$ cat src/rtl/vend_pkg.sv
// rtl/vend_pkg.sv - shared vending datapath types and coin table
package vend_pkg;

    localparam int N_COIN_DEF = 4;
    localparam int WIDTH_DEF  = 16;

    typedef enum logic {IDLE, CHANGE} state_t;
    typedef logic [WIDTH_DEF-1:0] price_t;

    // Denomination table; index 0 is the largest coin, values strictly descending.
    function automatic int unsigned coin_value(input int k);
        case (k)
            0:       return 32'd1000;
            1:       return 32'd500;
            2:       return 32'd100;
            3:       return 32'd50;
            default: return 32'd0;
        endcase
    endfunction

endpackage

$ cat src/rtl/credit_bank_if.sv
// rtl/credit_bank_if.sv - coin, purchase and change handshake bundle
interface credit_bank_if #(
    parameter int WIDTH  = 16,
    parameter int N_COIN = 4,
    parameter int N_ITEM = 2
);
    localparam int SEL_W = (N_ITEM > 1) ? $clog2(N_ITEM) : 1;

    logic [N_COIN-1:0]       coin_in;
    logic                    coin_reject;
    logic                    buy_req;
    logic [SEL_W-1:0]        buy_sel;
    logic [N_ITEM*WIDTH-1:0] price;
    logic                    buy_ack;
    logic                    buy_nak;
    logic                    return_req;
    logic                    chg_valid;
    logic [N_COIN-1:0]       chg_coin;
    logic                    chg_ready;
    logic [WIDTH-1:0]        credit;
    logic                    busy;

    modport master (
        output coin_in, buy_req, buy_sel, price, return_req, chg_ready,
        input  coin_reject, buy_ack, buy_nak, chg_valid, chg_coin, credit, busy
    );

    modport slave (
        input  coin_in, buy_req, buy_sel, price, return_req, chg_ready,
        output coin_reject, buy_ack, buy_nak, chg_valid, chg_coin, credit, busy
    );
endinterface

$ cat src/rtl/chg_coin_sel.sv
// rtl/chg_coin_sel.sv - picks the largest denomination that fits in the credit
module chg_coin_sel
    import vend_pkg::*;
#(
    parameter int WIDTH  = 16,
    parameter int N_COIN = N_COIN_DEF
) (
    input  logic [WIDTH-1:0]  credit,
    output logic [N_COIN-1:0] coin,
    output logic [WIDTH-1:0]  value,
    output logic              none
);

    // Scan smallest to largest so the last (largest) fitting coin wins.
    always_comb begin
        coin  = '0;
        value = '0;
        none  = 1'b1;
        for (int k = N_COIN - 1; k >= 0; k--) begin
            if (credit >= WIDTH'(coin_value(k))) begin
                coin    = '0;
                coin[k] = 1'b1;
                value   = WIDTH'(coin_value(k));
                none    = 1'b0;
            end
        end
    end

endmodule

$ cat src/rtl/credit_bank.sv
// rtl/credit_bank.sv - credit register with coin accept, purchase settle and change return
module credit_bank
    import vend_pkg::*;
#(
    parameter int WIDTH      = 16,
    parameter int N_COIN     = N_COIN_DEF,
    parameter int N_ITEM     = 2,
    parameter int MAX_CREDIT = 9950
) (
    input  logic         clk,
    input  logic         rst_n,
    credit_bank_if.slave bus
);

    localparam logic [WIDTH:0]   MAX_W = (WIDTH+1)'(MAX_CREDIT);
    localparam logic [WIDTH-1:0] MIN_W = WIDTH'(coin_value(N_COIN - 1));

    state_t            state, state_nxt;
    logic [WIDTH-1:0]  credit_q, credit_nxt;
    logic              reject_q, reject_nxt;
    logic              ack_q, ack_nxt;
    logic              nak_q, nak_nxt;
    logic [WIDTH:0]    sum;
    logic [WIDTH:0]    coin_val;
    logic [WIDTH-1:0]  item_price;
    logic [N_COIN-1:0] sel_coin;
    logic [WIDTH-1:0]  sel_value;
    logic              sel_none;

    // The offered change coin is always the largest one fitting the held credit,
    // so it stays stable for as long as the hopper stalls.
    chg_coin_sel #(.WIDTH(WIDTH), .N_COIN(N_COIN)) u_sel (
        .credit (credit_q),
        .coin   (sel_coin),
        .value  (sel_value),
        .none   (sel_none)
    );

    // Next-state and settlement arithmetic: coin first, then purchase, then return.
    always_comb begin
        state_nxt  = state;
        credit_nxt = credit_q;
        reject_nxt = 1'b0;
        ack_nxt    = 1'b0;
        nak_nxt    = 1'b0;
        sum        = {1'b0, credit_q};
        coin_val   = '0;
        item_price = '0;
        for (int k = 0; k < N_COIN; k++) begin
            if (bus.coin_in[k]) coin_val = (WIDTH+1)'(coin_value(k));
        end
        for (int i = 0; i < N_ITEM; i++) begin
            if (int'(bus.buy_sel) == i) item_price = bus.price[i*WIDTH +: WIDTH];
        end
        case (state)
            IDLE: begin
                if (bus.coin_in != '0) begin
                    if ($onehot(bus.coin_in) && (sum + coin_val <= MAX_W)) sum = sum + coin_val;
                    else reject_nxt = 1'b1;
                end
                if (bus.buy_req) begin
                    if ((int'(bus.buy_sel) < N_ITEM) && ({1'b0, item_price} <= sum)) begin
                        ack_nxt = 1'b1;
                        sum     = sum - {1'b0, item_price};
                    end else begin
                        nak_nxt = 1'b1;
                    end
                end
                credit_nxt = sum[WIDTH-1:0];
                if (bus.return_req && (credit_nxt >= MIN_W)) state_nxt = CHANGE;
            end
            CHANGE: begin
                reject_nxt = (bus.coin_in != '0);
                nak_nxt    = bus.buy_req;
                if (sel_none) begin
                    state_nxt = IDLE;
                end else if (bus.chg_ready && (credit_q >= sel_value)) begin
                    credit_nxt = credit_q - sel_value;
                    if (credit_nxt < MIN_W) state_nxt = IDLE;
                end
            end
            default: state_nxt = IDLE;
        endcase
    end

    // State, credit and event pulse registers.
    always_ff @(posedge clk or negedge rst_n) begin
        if (!rst_n) begin
            state    <= IDLE;
            credit_q <= '0;
            reject_q <= 1'b0;
            ack_q    <= 1'b0;
            nak_q    <= 1'b0;
        end else begin
            state    <= state_nxt;
            credit_q <= credit_nxt;
            reject_q <= reject_nxt;
            ack_q    <= ack_nxt;
            nak_q    <= nak_nxt;
        end
    end

    assign bus.credit      = credit_q;
    assign bus.coin_reject = reject_q;
    assign bus.buy_ack     = ack_q;
    assign bus.buy_nak     = nak_q;
    assign bus.busy        = (state == CHANGE);
    assign bus.chg_valid   = (state == CHANGE);
    assign bus.chg_coin    = (state == CHANGE) ? sel_coin : '0;

endmodule

$ cat src/flat_wrapper.sv
// flat-port wrapper written by rule: the top's interface ports become plain ports
module credit_bank_flat import vend_pkg::*;
#(
    parameter int WIDTH      = 16,
    parameter int N_COIN     = N_COIN_DEF,
    parameter int N_ITEM     = 2,
    parameter int MAX_CREDIT = 9950
)
  (clk, rst_n, bus_coin_in, bus_buy_req, bus_buy_sel, bus_price, bus_return_req, bus_chg_ready, bus_coin_reject, bus_buy_ack, bus_buy_nak, bus_chg_valid, bus_chg_coin, bus_credit, bus_busy);
  credit_bank_if #(.WIDTH(WIDTH), .N_COIN(N_COIN), .N_ITEM(N_ITEM)) bus_i ();
  input  logic clk;
  input  logic rst_n;
  input wire logic [$bits(bus_i.coin_in)-1:0] bus_coin_in;
  input wire logic [$bits(bus_i.buy_req)-1:0] bus_buy_req;
  input wire logic [$bits(bus_i.buy_sel)-1:0] bus_buy_sel;
  input wire logic [$bits(bus_i.price)-1:0] bus_price;
  input wire logic [$bits(bus_i.return_req)-1:0] bus_return_req;
  input wire logic [$bits(bus_i.chg_ready)-1:0] bus_chg_ready;
  output wire logic [$bits(bus_i.coin_reject)-1:0] bus_coin_reject;
  output wire logic [$bits(bus_i.buy_ack)-1:0] bus_buy_ack;
  output wire logic [$bits(bus_i.buy_nak)-1:0] bus_buy_nak;
  output wire logic [$bits(bus_i.chg_valid)-1:0] bus_chg_valid;
  output wire logic [$bits(bus_i.chg_coin)-1:0] bus_chg_coin;
  output wire logic [$bits(bus_i.credit)-1:0] bus_credit;
  output wire logic [$bits(bus_i.busy)-1:0] bus_busy;
  assign bus_i.coin_in = bus_coin_in;
  assign bus_i.buy_req = bus_buy_req;
  assign bus_i.buy_sel = bus_buy_sel;
  assign bus_i.price = bus_price;
  assign bus_i.return_req = bus_return_req;
  assign bus_i.chg_ready = bus_chg_ready;
  assign bus_coin_reject = bus_i.coin_reject;
  assign bus_buy_ack = bus_i.buy_ack;
  assign bus_buy_nak = bus_i.buy_nak;
  assign bus_chg_valid = bus_i.chg_valid;
  assign bus_chg_coin = bus_i.chg_coin;
  assign bus_credit = bus_i.credit;
  assign bus_busy = bus_i.busy;
  credit_bank #(.WIDTH(WIDTH), .N_COIN(N_COIN), .N_ITEM(N_ITEM), .MAX_CREDIT(MAX_CREDIT)) u_core (.clk(clk), .rst_n(rst_n), .bus(bus_i));
endmodule
$ cat config.mk
export PLATFORM = sky130hd
export DESIGN_NAME = credit_bank_flat
export DESIGN_NICKNAME = d
export VERILOG_FILES = /design/src/rtl/vend_pkg.sv /design/src/rtl/credit_bank_if.sv /design/src/rtl/chg_coin_sel.sv /design/src/rtl/credit_bank.sv /design/src/flat_wrapper.sv
export SDC_FILE = /design/constraint.sdc
export NUM_CORES = 1
export LEC_CHECK = 0
export ABC_AREA = 1
export CELL_PAD_IN_SITES_DETAIL_PLACEMENT = 2
export CELL_PAD_IN_SITES_GLOBAL_PLACEMENT = 2
export CORE_MARGIN = 3
export CORE_UTILIZATION = 32
export CTS_BUF_LIST = sky130_fd_sc_hd__clkbuf_8 sky130_fd_sc_hd__clkbuf_16
export DETAILED_ROUTE_END_ITERATION = 10
export PLACE_DENSITY = 0.92
export SYNTH_ARGS = -nofsm -noshare
export SYNTH_HDL_FRONTEND = slang
export SYNTH_HIERARCHICAL = 1
export SYNTH_SLANG_ARGS = --single-unit
$ cat constraint.sdc
create_clock -name clk -period 8.26 [get_ports clk]
set_clock_uncertainty 0.1 [all_clocks]
set_input_delay 0.826 -clock clk [delete_from_list [all_inputs] [get_ports clk]]
set_output_delay 0.826 -clock clk [all_outputs]
set_load 0.02 [all_outputs]
==> results.txt <==
setup TNS -> 0 ps
max cap viols -> 0
Remaining DRCs -> 0
first-pass GRT wire length -> 31510 um
Post-CTS Setup Bufs -> 0
Die Wd -> 124.9 um
post-route insts no fill -> 957
pre-CTS setup slack -> 788.0 ps
DRT Pass-1 Iters -> 5
YS warnings -> 6
total track usage -> 0.2471
PortBufs -> 66
Critical Path Start Type -> input pin
share of cells above drive strength 1 -> 0.05122
row cnt -> 42
worst-skew pair later-pin latency -> 260 ps
antenna-violating nets left -> 0
Resized cells post-CTS -> 0
most common cell in the netlist -> nand2_1
post-synth cell types -> 44
Final period util -> 0.8993
grt total ovfl -> 0
most used cell, CP -> nand2_1
Worst Path Arrival -> 7470 ps
Setup CP Type -> input pin to flip-flop
delay-heaviest family, CP -> compound AO/OA/AOI/OAI gates
via count -> 5216
vias in the first global route -> 5925
sequential-to-total area share from yosys stat -> 0.1107
Fin. Hold Viols -> 0
final-report setup violation count -> 0
synth cell count leaders -> nand2_1, inv_1, ha_1
Routed WL per cell -> 20.52 um
post-synthesis average cell area -> 6.177 sq um
CP required -> 8310 ps
Leak -> 0.002832 uW
synthesized instance count -> 732
Clock Path Buffers -> 2
n_diodes -> 0
drt initial violations -> 267
Initial Util -> 0.3348
largest net degree at the start of global routing -> 32
Synth Register Bits -> 20
RSZ-0062 raised after global routing -> false
fin crit period -> 7429 ps
Post-synth ARST share -> 1.000
Top FF cell, synth -> dfrtp_1
DR vias/cell -> 5.450
DP Cell Count -> 953
crit-path max cell delay -> 520 ps
VDD IR-drop max -> 137.7 uV
Post-synth EDFFs -> 0
CTS HTree Levels -> 1
max-slew violations -> 0
Worst setup EP type -> flip-flop
CTS Hold Bufs -> 0
Detailed Place HPWL -> 16030 um
Reg clk slew, reported paths -> 60 ps
Slew @ Worst Pin -> 1101 ps
antenna violations before repair -> 0
Area Growth Syn to Fin -> 18.59%
Post-Syn Area -> 4522 sq um
Fmax -> 0.1346 GHz
Synth area leader -> ha_1
status -> finished clean
core area -> 13510 sq um
worst min-delay path class -> flip-flop to flip-flop
fillcell total -> 1698
total wire length -> 19640 um
io pins -> 67
root buffer cell -> clkbuf_16
Final #Nets -> 886
CP bufs+invs -> 5
Yosys top cell area share -> 0.1605
reg-to-reg slack, setup -> 1720 ps
clock sink count -> 20
slowest library cell on the worst path -> o21ai_0
routability cong. -> 0.8779
die height -> 124.9 um
Power Density -> 414.1 nW/um^2
Synth area leaders -> ha_1, nand2_1, inv_1
Final WS setup -> 831.4 ps
Num CTS Buffers -> 3
maximum fanout along the worst path -> 20
slew margin rel. -> 0.2636
die area -> 15590 sq um
CTS tree -> built
## placed cells by master (no fill, tap or decap), drive strengths merged, types with 4 or more instances in the layout
cell,count
nor3,8
ha,58
conb,7
o221ai,13
xnor2,12
nand3,56
nand4,10
o21ai,51
clkdlybuf4s50,66
a21o,4
nand3b,5
nor2,44
fa,4
dfrtp,20
nand2,194
xor2,20
a21oi,44
inv,140
## area by class of cell
class	instances	area, sq um	area share
clock buffers	3	75.07	0.01400
repair buffers	66	660.6	0.1232
clock inverters	1	30.03	0.005600
inverters	140	525.5	0.09799
multi-input cells	551	3351	0.6248
flip-flops and latches	20	500.5	0.09333
well taps	176	220.2	0.04106
## routing by layer
layer / GRT usage / vias to the layer above / part of all wire
li1: - / 2442 / -
met1: 0.2913 / 2578 / 0.42
met2: 0.4583 / 145 / 0.51
met3: 0.03173 / 51 / 0.042
met4: 0.08355 / 0 / 0.034
met5: 0 / - / 0
## cell families (layout without fill, tap and decap cells)
group | count (synthesis) | count (layout) | share of synthesized area
AND/OR/NAND/NOR | 322 | 322 | 0.3257
buffers and inverters | 167 | 210 | 0.1533
AO/OA/AOI/OAI | 127 | 127 | 0.1652
adder cells (fa/ha/maj) | 62 | 62 | 0.1782
XOR/XNOR | 32 | 32 | 0.06364
flip-flops | 20 | 20 | 0.1107
other | 1 | 7 | 0.0008293
multiplexers | 1 | 1 | 0.002490
## registers in the layout (all words and copies together), names as in the netlist
name / count
u_core/bus.coin_reject: 1
u_core/bus.busy: 1
u_core/bus.buy_ack: 1
u_core/bus.credit: 16
u_core/bus.buy_nak: 1
## power by group
group | switching (uW) | internal, uW
logic | 1170 | 612
clock network | 39.7 | 96.3
registers | 161 | 140
## worst min-delay path: stages, from the launching register on
cell      delay, ps
dfrtp_1         520
nor2_1          170
a221oi_1         60
## metrics by stage
stage	utilization	instance area, sq um	total power [uW]	hold slack [ps]
global route	0.3971	5363	2415	737.1
floorplan	-	4544	1410	430.4
finish	0.3971	5363	2220	701.5
CTS	0.3971	5363	2200	705.9
detailed placement	0.3893	5258	2022	689.6
global placement	0.3893	5258	1895	632.0
## final timing paths
kind	start	end	cells past startpoint
setup reg to reg	u_core/bus.credit[1]	u_core/bus.busy	33
hold / removal	u_core/bus.credit[5]	u_core/bus.credit[5]	2
max in group asynchronous	rst_n	u_core/bus.busy	1
hold reg to reg	u_core/bus.credit[5]	u_core/bus.credit[5]	2
min in group asynchronous	rst_n	u_core/bus.credit[9]	1
setup / recovery	bus_coin_in[0]	u_core/bus.busy	35
(Power assumes the default switching activity.)
